===== src/rtl/cpu_pkg.sv =====
// Shared definitions for the instruction-memory loader: FSM encoding,
// frame header default and the running-checksum helper.
package cpu_pkg;

   typedef enum logic [3:0] {
      IDLE  = 4'd0,
      LEN_H = 4'd1,
      LEN_L = 4'd2,
      ADR_H = 4'd3,
      ADR_L = 4'd4,
      DAT_H = 4'd5,
      DAT_L = 4'd6,
      WRITE = 4'd7,
      CHECK = 4'd8
   } loader_state_e;

   localparam logic [7:0]  HEADER_DEFAULT  = 8'hA5;
   localparam logic [15:0] TIMEOUT_DEFAULT = 16'hFFFF;

   function automatic logic [7:0] chk_update(input logic [7:0] chk, input logic [7:0] b);
      return chk ^ b;
   endfunction

endpackage


===== src/rtl/loader_timeout.sv =====
// Inter-byte idle counter: expired fires on the TIMEOUT-th consecutive
// enabled cycle without a kick.
module loader_timeout #(
   parameter logic [15:0] TIMEOUT = 16'hFFFF
) (
   input  logic clock,
   input  logic reset_n,
   input  logic kick,
   input  logic enable,
   output logic expired
);

   logic [15:0] cnt_q;
   logic [15:0] cnt_d;

   // Idle-cycle count: cleared by traffic or when disabled, saturates at the limit.
   always_comb begin
      cnt_d = cnt_q;
      if (kick || !enable) begin
         cnt_d = 16'd0;
      end else if (cnt_q != TIMEOUT - 16'd1) begin
         cnt_d = cnt_q + 16'd1;
      end else begin
         cnt_d = cnt_q;
      end
   end

   // Counter register.
   always_ff @(posedge clock or negedge reset_n) begin
      if (!reset_n) begin
         cnt_q <= 16'd0;
      end else begin
         cnt_q <= cnt_d;
      end
   end

   assign expired = enable && !kick && (cnt_q == TIMEOUT - 16'd1);

endmodule


===== src/rtl/imem_loader.sv =====
// Byte-stream boot loader: parses framed instruction words, writes them into
// instruction memory and holds the CPU until a frame checks out.
module imem_loader
   import cpu_pkg::*;
#(
   parameter logic [15:0] TIMEOUT = TIMEOUT_DEFAULT,
   parameter logic [7:0]  HEADER  = HEADER_DEFAULT
) (
   input  logic        clock,
   input  logic        reset_n,
   input  logic        rx_valid,
   input  logic [7:0]  rx_data,
   output logic        rx_ready,
   output logic        imem_we,
   output logic [15:0] imem_addr,
   output logic [15:0] imem_wdata,
   output logic        cpu_hold,
   output logic        done,
   output logic        error
);

   loader_state_e state_q, state_d;
   logic [15:0] len_q, len_d;
   logic [15:0] addr_q, addr_d;
   logic [7:0]  hi_q, hi_d;
   logic [7:0]  chk_q, chk_d;
   logic        done_q, done_d;
   logic        error_q, error_d;
   logic        hold_q, hold_d;
   logic        we_q, we_d;
   logic [15:0] waddr_q, waddr_d;
   logic [15:0] wdata_q, wdata_d;
   logic        rx_ready_q, rx_ready_d;
   logic        accept_s;
   logic        enable_s;
   logic        expired_s;

   assign accept_s = rx_valid && rx_ready_q;
   assign enable_s = (state_q != IDLE) && (state_q != WRITE);

   loader_timeout #(.TIMEOUT(TIMEOUT)) u_timeout (
      .clock   (clock),
      .reset_n (reset_n),
      .kick    (accept_s),
      .enable  (enable_s),
      .expired (expired_s)
   );

   // Frame parser: next state, checksum, address/count and write strobe.
   always_comb begin
      state_d = state_q;
      len_d   = len_q;
      addr_d  = addr_q;
      hi_d    = hi_q;
      chk_d   = chk_q;
      done_d  = done_q;
      error_d = error_q;
      hold_d  = hold_q;
      we_d    = 1'b0;
      waddr_d = waddr_q;
      wdata_d = wdata_q;
      if (expired_s) begin
         state_d = IDLE;
         error_d = 1'b1;
         hold_d  = 1'b1;
      end else begin
         case (state_q)
            IDLE: begin
               if (accept_s && (rx_data == HEADER)) begin
                  hold_d  = 1'b1;
                  done_d  = 1'b0;
                  error_d = 1'b0;
                  chk_d   = 8'h00;
                  state_d = LEN_H;
               end else begin
                  state_d = IDLE;
               end
            end
            LEN_H, LEN_L, ADR_H, ADR_L, DAT_H, DAT_L: begin
               if (accept_s) begin
                  chk_d = chk_update(chk_q, rx_data);
                  case (state_q)
                     LEN_H:   begin len_d[15:8] = rx_data; state_d = LEN_L; end
                     LEN_L:   begin len_d[7:0]  = rx_data; state_d = ADR_H; end
                     ADR_H:   begin addr_d[15:8] = rx_data; state_d = ADR_L; end
                     ADR_L: begin
                        // The base address is forced word aligned.
                        addr_d  = {addr_q[15:8], rx_data[7:1], 1'b0};
                        state_d = (len_q == 16'd0) ? CHECK : DAT_H;
                     end
                     DAT_H:   begin hi_d = rx_data; state_d = DAT_L; end
                     DAT_L: begin
                        we_d    = 1'b1;
                        waddr_d = addr_q;
                        wdata_d = {hi_q, rx_data};
                        state_d = WRITE;
                     end
                     default: state_d = IDLE;
                  endcase
               end else begin
                  state_d = state_q;
               end
            end
            WRITE: begin
               addr_d  = addr_q + 16'd2;
               len_d   = len_q - 16'd1;
               state_d = (len_q == 16'd1) ? CHECK : DAT_H;
            end
            CHECK: begin
               if (accept_s) begin
                  if (rx_data == chk_q) begin
                     done_d = 1'b1;
                     hold_d = 1'b0;
                  end else begin
                     error_d = 1'b1;
                     hold_d  = 1'b1;
                  end
                  state_d = IDLE;
               end else begin
                  state_d = CHECK;
               end
            end
            default: state_d = IDLE;
         endcase
      end
      rx_ready_d = (state_d != WRITE);
   end

   // State and output registers.
   always_ff @(posedge clock or negedge reset_n) begin
      if (!reset_n) begin
         state_q    <= IDLE;
         len_q      <= 16'd0;
         addr_q     <= 16'd0;
         hi_q       <= 8'h00;
         chk_q      <= 8'h00;
         done_q     <= 1'b0;
         error_q    <= 1'b0;
         hold_q     <= 1'b1;
         we_q       <= 1'b0;
         waddr_q    <= 16'd0;
         wdata_q    <= 16'd0;
         rx_ready_q <= 1'b1;
      end else begin
         state_q    <= state_d;
         len_q      <= len_d;
         addr_q     <= addr_d;
         hi_q       <= hi_d;
         chk_q      <= chk_d;
         done_q     <= done_d;
         error_q    <= error_d;
         hold_q     <= hold_d;
         we_q       <= we_d;
         waddr_q    <= waddr_d;
         wdata_q    <= wdata_d;
         rx_ready_q <= rx_ready_d;
      end
   end

   assign rx_ready   = rx_ready_q;
   assign imem_we    = we_q;
   assign imem_addr  = waddr_q;
   assign imem_wdata = wdata_q;
   assign cpu_hold   = hold_q;
   assign done       = done_q;
   assign error      = error_q;

endmodule


===== config.mk =====
export PLATFORM = sky130hd
export DESIGN_NAME = imem_loader
export DESIGN_NICKNAME = d
export VERILOG_FILES = /design/src/rtl/cpu_pkg.sv /design/src/rtl/loader_timeout.sv /design/src/rtl/imem_loader.sv
export SDC_FILE = /design/constraint.sdc
export NUM_CORES = 1
export LEC_CHECK = 0
export CORE_ASPECT_RATIO = 0.7
export CORE_MARGIN = 3
export CORE_UTILIZATION = 30
export CTS_BUF_LIST = sky130_fd_sc_hd__clkbuf_4
export CTS_CLUSTER_SIZE = 40
export DETAILED_ROUTE_END_ITERATION = 12
export PLACE_DENSITY_LB_ADDON = 0.12
export SYNTH_ARGS = -nofsm -noshare
export SYNTH_HDL_FRONTEND = slang
export SYNTH_SLANG_ARGS = --single-unit

===== constraint.sdc =====
create_clock -name clock -period 4.36 [get_ports clock]
set_input_delay 0.436 -clock clock [delete_from_list [all_inputs] [get_ports clock]]
set_output_delay 0.436 -clock clock [all_outputs]
set_load 0.05 [all_outputs]

# After elaboration in Yosys (flattened, before gate mapping)
# Index checks and enable logic that the tools add are counted.
[classes] shifts=0 n_addsub=3 magnitude_cmp=0 n_div=0 n_reduce_logical=27 mux=38 n_mul=0 bitwise=2 eq_ne=26
[ops] cell="2-to-1 mux 16 bit" count=4
[ops] cell="one-hot mux 16 bit (2 select lines)" count=2
[ops] cell="2-to-1 mux 8 bit" count=6
[ops] cell="AND reduction 4 bit" count=8
[ops] cell="one-hot mux 4 bit (6 select lines)" count=1
[ops] cell="2-to-1 mux 4 bit" count=5
[ops] cell="adder 16 x 1 -> 16 bit, second input constant" count=1
[ops] cell="adder 16 x 2 -> 16 bit, second input constant" count=1
[ops] cell="equality test 16 x 1 -> 1 bit, second input constant" count=1
[ops] cell="equality test 16 bit, second input constant" count=1
[ops] cell="equality test 4 x 3 -> 1 bit, second input constant" count=4
[ops] cell="logical NOT 16 bit" count=1
[ops] cell="!= test 16 bit, second input constant" count=1
[ops] cell="!= test 2 bit, second input constant" count=8
[ops] cell="one-hot mux 4 bit (4 select lines)" count=1
[ops] cell="one-hot mux 8 bit (2 select lines)" count=1
[ops] cell="subtractor 16 x 1 -> 16 bit, second input constant" count=1
[ops] cell="2-to-1 mux 1 bit" count=15
[ops] cell="!= test 3 bit, second input constant" count=3
[ops] cell="equality test 4 x 2 -> 1 bit, second input constant" count=2
[ops] cell="equality test 8 bit" count=1
[ops] cell="equality test 8 bit, second input constant" count=1
[ops] cell="!= test 4 x 3 -> 1 bit, second input constant" count=2
[ops] cell="nonzero test 2 bit" count=4
[ops] cell="other kinds (14)" count=21
[word_totals] ram_bits=0 latch_bits=0 ff_bits=105 memories=0 out_inout_bits=37 mem_bits_ro=0 in_bits=11

# Logic depth before layout (Yosys ltp)
# Gate-level depths: netlist (run 1).
[depth] depth_word=7 depth_mapped=10

# Cells and area by module
# From an unflattened synthesis (run 1), not the netlist that was laid out.
[unflattened] cells_unflattened=551 hier_area_um2=5631.7
[by_module_without_submodules] mod="imem_loader" area_each_um2=4713.3 n_inst=1 cells_per_inst=454 seq_area_each_um2=2179.6
[by_module_without_submodules] mod="loader_timeout" area_each_um2=918.4 n_inst=1 cells_per_inst=97 seq_area_each_um2=400.4

# Worst setup path before layout (run 1)
# Ideal clock, no wire load.
[synth_timing] path_type="register -> register" from="register rx_ready_q, in the netlist rx_ready" to="register waddr_q[1], in the netlist imem_addr[1]" setup_time_ns=0.125 path_stages_with_launch=7 path_slack_ns=2.044 arrival_ns=2.191 t_required_ns=4.235 path_buffers=1 cell_sequence="dfstp_2 -> nand3_1 -> a2111oi_0 -> nor2_2 -> a21boi_4 -> buf_6 -> mux2_4"
[synth_between] elab_chain_len=6
[synth_rtl] item="start, declared" line="imem_loader.sv:33" rtl="logic rx_ready_q, rx_ready_d;"
[synth_rtl] item="start signal, assigned" line="imem_loader.sv:156" rtl="rx_ready_q <= rx_ready_d;"
[synth_rtl] item="logical AND 1 bit *" line="imem_loader.sv:38" rtl="assign accept_s = rx_valid && rx_ready_q;"
[synth_rtl] item="logical NOT 1 bit" line="loader_timeout.sv:37" rtl="assign expired = enable && !kick && (cnt_q == TIMEOUT - 16'd1);"
[synth_rtl] item="logical AND 1 bit (2 in series)" line="loader_timeout.sv:37"
[synth_rtl] item="inverter 1 bit (no line)"
[synth_rtl] item="AND reduction 4 bit (no line) *"
[synth_rtl] item="end signal, assigned" line="imem_loader.sv:154" rtl="waddr_q <= waddr_d;"
[synth_rtl] item="end, declared" line="imem_loader.sv:31" rtl="logic [15:0] waddr_q, waddr_d;"
# Every way passes the cells marked *; elsewhere a longest branch is shown, timed or not.
# A chain may end at the register's enable or synchronous reset.

# Worst setup path in the final report (run 1)
[layout_timing] from="register state_q[3]" to="register wdata_q[1], in the netlist imem_wdata[1]"
[layout_between] elab_chain_len=6 elab_cells_between_ends=14 classes_between="eq/ne (7); bitwise (1); reduce/logical (6)"
[layout_rtl] item="start, declared" line="imem_loader.sv:22" rtl="loader_state_e state_q, state_d;"
[layout_rtl] item="start signal, assigned" line="imem_loader.sv:145" rtl="state_q <= state_d;"
[layout_rtl] item="!= test 4 x 3 -> 1 bit or nonzero test 4 bit (tied branches)" line="imem_loader.sv:39" rtl="assign enable_s = (state_q != IDLE) && (state_q != WRITE);"
[layout_rtl] item="logical AND 1 bit" line="imem_loader.sv:39"
[layout_rtl] item="logical AND 1 bit (2 in series)" line="loader_timeout.sv:37"
[layout_rtl] item="inverter 1 bit (no line)"
[layout_rtl] item="AND reduction 4 bit (no line) *"
[layout_rtl] item="end signal, assigned" line="imem_loader.sv:155" rtl="wdata_q <= wdata_d;"
[layout_rtl] item="end, declared" line="imem_loader.sv:32" rtl="logic [15:0] wdata_q, wdata_d;"
# Marked as above.

==> results of run 1 <==
-- power by group through the flow --
stage	Combinational, mW	Sequential [mW]	Clock (mW)
2_1_floorplan	1.07	2.13	0
3_3_place_gp	2.04	1.73	0
3_5_place_dp	2.08	1.74	0
4_1_cts	2.08	1.72	0.602
5_1_grt	2.25	1.79	0.640
6_report	2.06	1.72	0.575
-- how the worst max path moves through the flow --
stage / from / to / slack [ns]
after CTS: state_q[3] / imem_wdata[1] / 1.63
after detailed placement: rx_valid / imem_wdata[1] / 1.37
after global placement: rx_valid / imem_wdata[1] / 1.41
after floorplan: rx_ready / imem_addr[1] / 2.04
final: state_q[3] / imem_wdata[1] / 1.63
after global routing: state_q[3] / imem_wdata[2] / 1.40
-- synth_stat cells, types with 4 or more instances --
cell type  number
a21oi_1        42
a31oi_1        12
clkbuf_1       23
dfrtp_1       101
ha_1            6
inv_1          10
mux2_2          9
mux2_4         28
nand2_1        41
nand3_1        20
nand4_1         7
nor2_1         75
nor3_1         14
nor4_1          8
o21ai_0        48
o22a_1         12
o22ai_1         5
or3_1           9
xnor2_1         4
xor2_1         14
-- per-stage QoR --
step | instance area [µm²] | setup WS, ns | power, mW | std cells | util [%]
after floorplan | 5330 | 2.04 | 3.20 | 544 | -
after global placement | 5970 | 1.41 | 3.78 | 797 | 34.6
after detailed placement | 5970 | 1.37 | 3.82 | 797 | 34.6
after CTS | 6140 | 1.63 | 4.41 | 813 | 35.5
after global routing | 6140 | 1.40 | 4.68 | 813 | 35.5
final | 6140 | 1.63 | 4.36 | 813 | 35.5
-- flip-flops by register name, summed over array words and instances, names as in the netlist --
name             cells
cpu_hold             1
chk_q                8
rx_ready             1
state_q              4
hi_q                 8
u_timeout.cnt_q     16
imem_we              1
addr_q              15
error                1
imem_wdata          16
done                 1
imem_addr           15
len_q               16
-- layer usage --
layer  vias to the layer above  part of all wire, %
li1                       2010                    -
met1                      2062                   52
met2                        75                   42
met3                        11                  5.1
met4                         0                  1.0
met5                         -                    0
-- kinds of logic after synthesis --
family | count (synthesis) | share of synthesized area [%]
AOI/OAI and AO/OA | 138 | 15.5
xor gates and xnor gates | 18 | 2.96
adders and majority gates | 6 | 1.41
buffers and inverters | 40 | 3.36
DFF | 103 | 48.4
muxes | 42 | 10.8
other | 1 | 0.0704
and+or+nand+nor | 196 | 17.4
-- critical path, delay by kind of cell, from the launching register on --
kind,cells,cell delay [ns]
compound gates,2,0.63
simple gates,2,0.29
mux,1,0.37
buf+inv,2,0.76
flops,1,0.55
-- layout make-up --
cell class | count | area (µm²) | share of cell area [%]
flip-flops and latches | 103 | 2580 | 42.0
repair buffers | 51 | 495 | 8.08
multi-input cells | 401 | 2570 | 41.9
inverters | 11 | 41.3 | 0.673
clock inverters | 7 | 93.8 | 1.53
clock buffers | 9 | 67.6 | 1.10
well taps | 231 | 289 | 4.71
==> metrics.md, run 1 <==
| Metric | Value |
|---|---|
| Worst Reg-to-Reg Cells | 7 |
| Syn. warnings | 0 |
| Crit-path max FO | 33 |
| Post-route DRC | 0 |
| Number of CTS-inserted buffers | 9 |
| Io pins | 48 |
| First-pass GRT wire length | 22300 µm |
| CTS tree | done |
| Starting DRT DRC Count | 325 |
| Relative slew slack | 32.1% |
| CTS Sinks | 103 |
| Largest net degree at the start of global routing | 76 |
| Synth top area share | 47.5% |
| Die width | 165 µm |
| Post-Syn Instances | 544 |
| R2R Setup Slk | 1.63 ns |
| Mapped Area | 5330 µm² |
| Worst reg2reg endpoint | imem_wdata[1] |
| GR Layer Usage met3 | 3.80% |
| Total number of vias | 4158 |
| Routed WL per cell | 16.5 µm |
| Buffers on Ports | 46 |
| Htree depth | 3 |
| Fill cells | 1753 |
| Nets@finish | 594 |
| Met1 Use GR | 22.0% |
| Initial Utilization | 30.8% |
| Combinational Power Share | 47.3% |
| Post-synth cell types | 55 |
| Max Clk Rate | 366 MHz |
| Commonest non-fill, non-tap cell in the layout | dfrtp_1 |
| EDFF count, synth | 0 |
| Fin crit share | 62.7% |
| Die footprint | 19400 µm² |
| Clk network pwr share | 13.2% |
| Worst Path Required | 4.74 ns |
| CP max stage delay | 0.55 ns |
| DP Wirelength | 9090 µm |
| Avg Cell Area, Syn | 9.79 µm² |
| Share of synthesized registers carrying an async set or reset | 100% |
| Clk buf depth | 2 |
| Top cells by area, synth | dfrtp_1, mux2_4, nor2_1, o21ai_0, a21oi_1 |
| Post-Route WL | 13400 µm |
| Worst EP arrival | 3.11 ns |
| ANT nets after route | 0 |
| Seq/Total Area, Yosys | 48.4% |
| Number of global-route vias before repair | 4088 |
| Hold Buf Count CTS | 0 |
| Post-cts resize count | 0 |
| Actual slew at the worst max-slew pin | 1.02 ns |
| Layout area overhead | 15.2% |
| Worst-path clk slew | 0.17 ns |
| Slowest cell on crit path | dfrtp_1 |
| Met2 GRT Util | 20.1% |
| Area of the core | 17300 µm² |
| Setup skew after layout | 0.0201 ns |
| NetSw | 1.93 mW |
| Top_reg_cell synth | dfrtp_1 |
| Max Cap Violations | 0 |
| Pwr dens | 710 nW/µm² |
| Initial antenna violation count | 0 |
| Die H | 117 µm |
| Seq pwr share | 39.5% |
| Worst IR Drop VDD | 0.296 mV |
| RePlAce Congestion | 0.822 |
| Final setup vio count | 0 |
| Worst hold path class | in -> async |
| Syn nets | 561 |
| WS Path Type | reg -> reg |
| Most frequent cells in the layout | dfrtp_1, nor2_1, o21ai_0 |
| Power Internal | 2.43 mW |
| TNS Setup | 0 ns |
| Layout cells sized above 1 | 11.3% |
| GR peak layer | met1 |
| Seq cells post-synth | 103 |
| Diodes inserted | 0 |
| Final Hold Viols | 0 |
| RSZ-0062 raised after global routing | no |
| Reg2reg start | state_q[3] |
| Vias per cell | 5.11 |
| Final min period | 2.73 ns |
| Postcts setup bufs | 0 |
| Gr usage total | 14.4% |
| Max-slew violation count | 0 |
| Leading area contributor after synthesis | dfrtp_1 |
| Sw Ratio | 44.3% |
| Clock Latency Late Sink | 0.48 ns |
| Hold slack | 0.109 ns |
| Crit-path cells | inv_1 > nand2_1 > a2111oi_0 > nor2_2 > a21boi_4 > buf_4 > mux2_1 |
| Gr ovfl total | 0 |
| Cell leakage power | 2.47 nW |
| Kind of start point of the critical path | register |
| CTS root buf | clkbuf_4 |
| Drt pass-1 iters | 4 |
| CP endpoint kind | register |
| Row count | 40 |
| Status | complete, no violations |
Note: power is estimated with default switching activity, not from simulation.
==> run 2, diff against run 1 <==
Clock period 4.36 ns to 2.33 ns, I/O delays scaled along.
==> run 2 against run 1 <==
  * Clock power rose by 98%
  * Critical path type unchanged
  * Total power rose by 98%
  * Final area rose by 8.0%
  * Critical path depth rose by 2
  * Largest power group unchanged
  * Combinational power rose by 110%
  * Sequential power rose by 80%
  * Global-route usage rose by 0.66 points
  * Clock skew rose by 0.0070 ns
  * Final cell count rose by 6.5%
  * Fmax rose by 21%
  * Register-to-register slack got worse by 1.6 ns
  * Routed wire length rose by 4.7%
==> metrics.md, run 2 (synthesis gave the netlist of run 1 again) <==
| Metric | Value |
|---|---|
| Relative slew slack | 60.3% (+28 points) |
| Worst Path Required | 2.72 ns (-2.02 ns) |
| Non-Filler Instances | 866 (+6.5%) |
| Gr usage total | 15.1% (+0.66 points) |
| Power Internal | 4.88 mW (+100%) |
| Largest net degree at the start of global routing | 39 (-49%) |
| Clk buf depth | 2 (unchanged) |
| Number of CTS-inserted buffers | 9 (unchanged) |
| Fill cells | 1742 (-0.63%) |
| Final min period | 2.26 ns (-0.475 ns) |
| Final setup vio count | 0 (unchanged) |
| Combinational Power Share | 50.9% (+3.6 points) |
| CTS root buf | clkbuf_4 |
| Buffers on Ports | 46 (unchanged) |
| Post-Route Utilization | 38.4% (+2.8 points) |
| Total number of vias | 4318 (+3.8%) |
| Bufs and invs on worst path | 2 (unchanged) |
| CP max stage delay | 0.41 ns (-0.14 ns) |
| Layout cells sized above 1 | 19.2% (+7.9 points) |
| Area of the core | 17300 µm² (unchanged) |
| Die footprint | 19400 µm² (unchanged) |
| Die H | 117 µm (unchanged) |
| Worst IR Drop VDD | 0.738 mV (+150%) |
| Setup skew after layout | 0.0271 ns (+0.00705 ns) |
| CTS Sinks | 103 (unchanged) |
| Fin crit share | 97.0% (+34 points) |
| Diodes inserted | 0 (unchanged) |
| Hold slack | 0.243 ns (+0.134 ns) |
| Routed WL per cell | 16.2 µm (-1.7%) |
| Final Hold Viols | 0 (unchanged) |
| Initial Utilization | 30.8% (unchanged) |
| Final Cell Area | 6620 µm² (+8.0%) |
| Io pins | 48 (unchanged) |
| Delay-heaviest family, CP | simple AND/OR/NAND/NOR gates |
| Kind of start point of the critical path | register |
| Initial antenna violation count | 0 (unchanged) |
| Clk network pwr share | 13.2% (about the same) |
| Max Clk Rate | 443 MHz (+21%) |
| Status | complete, no violations |
| Sw Ratio | 43.5% (-0.80 points) |
| CP endpoint kind | register |
| Nets@finish | 647 (+8.9%) |
| Post-route DRC | 0 (unchanged) |
| Slowest cell on crit path | dfrtp_1 |
| Row count | 40 (unchanged) |
| Most frequent cells in the layout | dfrtp_1, nor2_1, buf_4 |
| Worst-path clk slew | 0.19 ns (+0.02 ns) |
| Post-Route WL | 14000 µm (+4.7%) |
| Vias per cell | 4.99 (-2.5%) |
| Worst hold path class | in -> async |
| Die width | 165 µm (unchanged) |
| Layout area overhead | 24.4% |
| RePlAce Congestion | 0.844 (+2.7%) |
| Number of global-route vias before repair | 4130 (+1.0%) |
| Starting DRT DRC Count | 259 (-20%) |
| ANT nets after route | 0 (unchanged) |
| Drt pass-1 iters | 5 (+1) |
| Placed cells | 848 (+6.4%) |
| Seq pwr share | 35.9% (-3.6 points) |
| Gr ovfl total | 0 (unchanged) |
| Max Cap Violations | 0 (unchanged) |
| NetSw | 3.76 mW (+95%) |
| Htree depth | 3 (unchanged) |
| Actual slew at the worst max-slew pin | 0.591 ns (-0.428 ns) |
| Post-DP Area | 6410 µm² (+7.2%) |
| DP Wirelength | 10200 µm (+12%) |
| Cell leakage power | 2.75 nW (+11%) |
| Overall Power | 8.64 mW (+98%) |
| CTS tree | done |
| Clock Latency Late Sink | 0.48 ns (about the same) |
| First-pass GRT wire length | 23100 µm (+3.9%) |
| Max-slew violation count | 0 (unchanged) |
| Commonest non-fill, non-tap cell in the layout | dfrtp_1 |
| Worst EP arrival | 2.65 ns (-0.46 ns) |
| Crit-path max FO | 18 (-45%) |
| Pwr dens | 1300 nW/µm² (+84%) |
| Crit-path cells | inv_1 > ha_1 > nand3_2 > or2_1 > or3_4 > o21a_1 > a21boi_4 > buf_12 > mux2_4 |
| WS Path Type | reg -> reg |
-- run 2: cell count changes in the layout (fill, tap and decap cells not counted), sizes merged --
cell / change
inv: +1
dlygate4sd3: +1
clkinvlp: -1
buf: +52
-- run 2: layout make-up --
| cell class | instances | area, µm² | share of cell area, % |
|---|---|---|---|
| Inverter | 11 | 41.3 | 0.623 |
| Clock inverter | 7 | 114 | 1.72 |
| Timing Repair Buffer | 104 | 946 | 14.3 |
| Multi-Input combinational cell | 401 | 2590 | 39.0 |
| Clock buffer | 9 | 67.6 | 1.02 |
| Tap cell | 231 | 289 | 4.36 |
| Sequential cell | 103 | 2580 | 38.9 |
-- run 2: worst paths after layout --
kind,start,endpoint,slack (ns),cells after the start
max,u_timeout.cnt_q[0],imem_addr[5],0.07,9
max reg2reg,u_timeout.cnt_q[0],imem_addr[5],0.07,9
min in group clock,rx_data[4],chk_q[4],0.45,3
min reg2reg,imem_wdata[1],imem_wdata[1],0.52,1
max in group asynchronous,reset_n,addr_q[5],1.41,3
min,reset_n,chk_q[6],0.24,2
-- run 2: power groups by stage --
stage | logic [mW] | registers (mW) | clock network [mW]
after global placement | 4.34 | 3.13 | 0
after detailed placement | 4.39 | 3.14 | 0
after global routing | 4.76 | 3.23 | 1.27
final | 4.39 | 3.10 | 1.14
after CTS | 4.41 | 3.10 | 1.20
after floorplan | 2.00 | 3.98 | 0
-- run 2: stage by stage --
stage / TNS, ns / setup WS, ns
after detailed placement: -2.16 / -0.0948
after CTS: 0 / 0.0304
final: 0 / 0.0705
after global placement: -1.70 / -0.0757
after floorplan: 0 / 0.0139
after global routing: -0.114 / -0.0160
-- run 2: what timing repair did --
| action | in CTS | in global routing |
|---|---|---|
| endpoints found under the setup margin | 0 | 20 |
| hold buffers | 1 | 0 |
| endpoints found under the hold margin | 34 | 0 |
| gates resized for setup | 0 | 4 |
| buffers inserted | 0 | 1 |
-- run 2: routing by layer --
layer,GRT usage [%],vias up,part of all wire [%]
met5,0,-,0
met4,3.09,0,0.81
met3,3.06,9,4.8
met2,20.7,99,41
met1,24.2,2085,53
li1,-,2125,-
==> run 3, diff against run 2 <==
Settings changed: CAP_MARGIN set to 10.
==> results of run 3 <==
The final DEF is identical to that of run 2; final timing and power are the same.
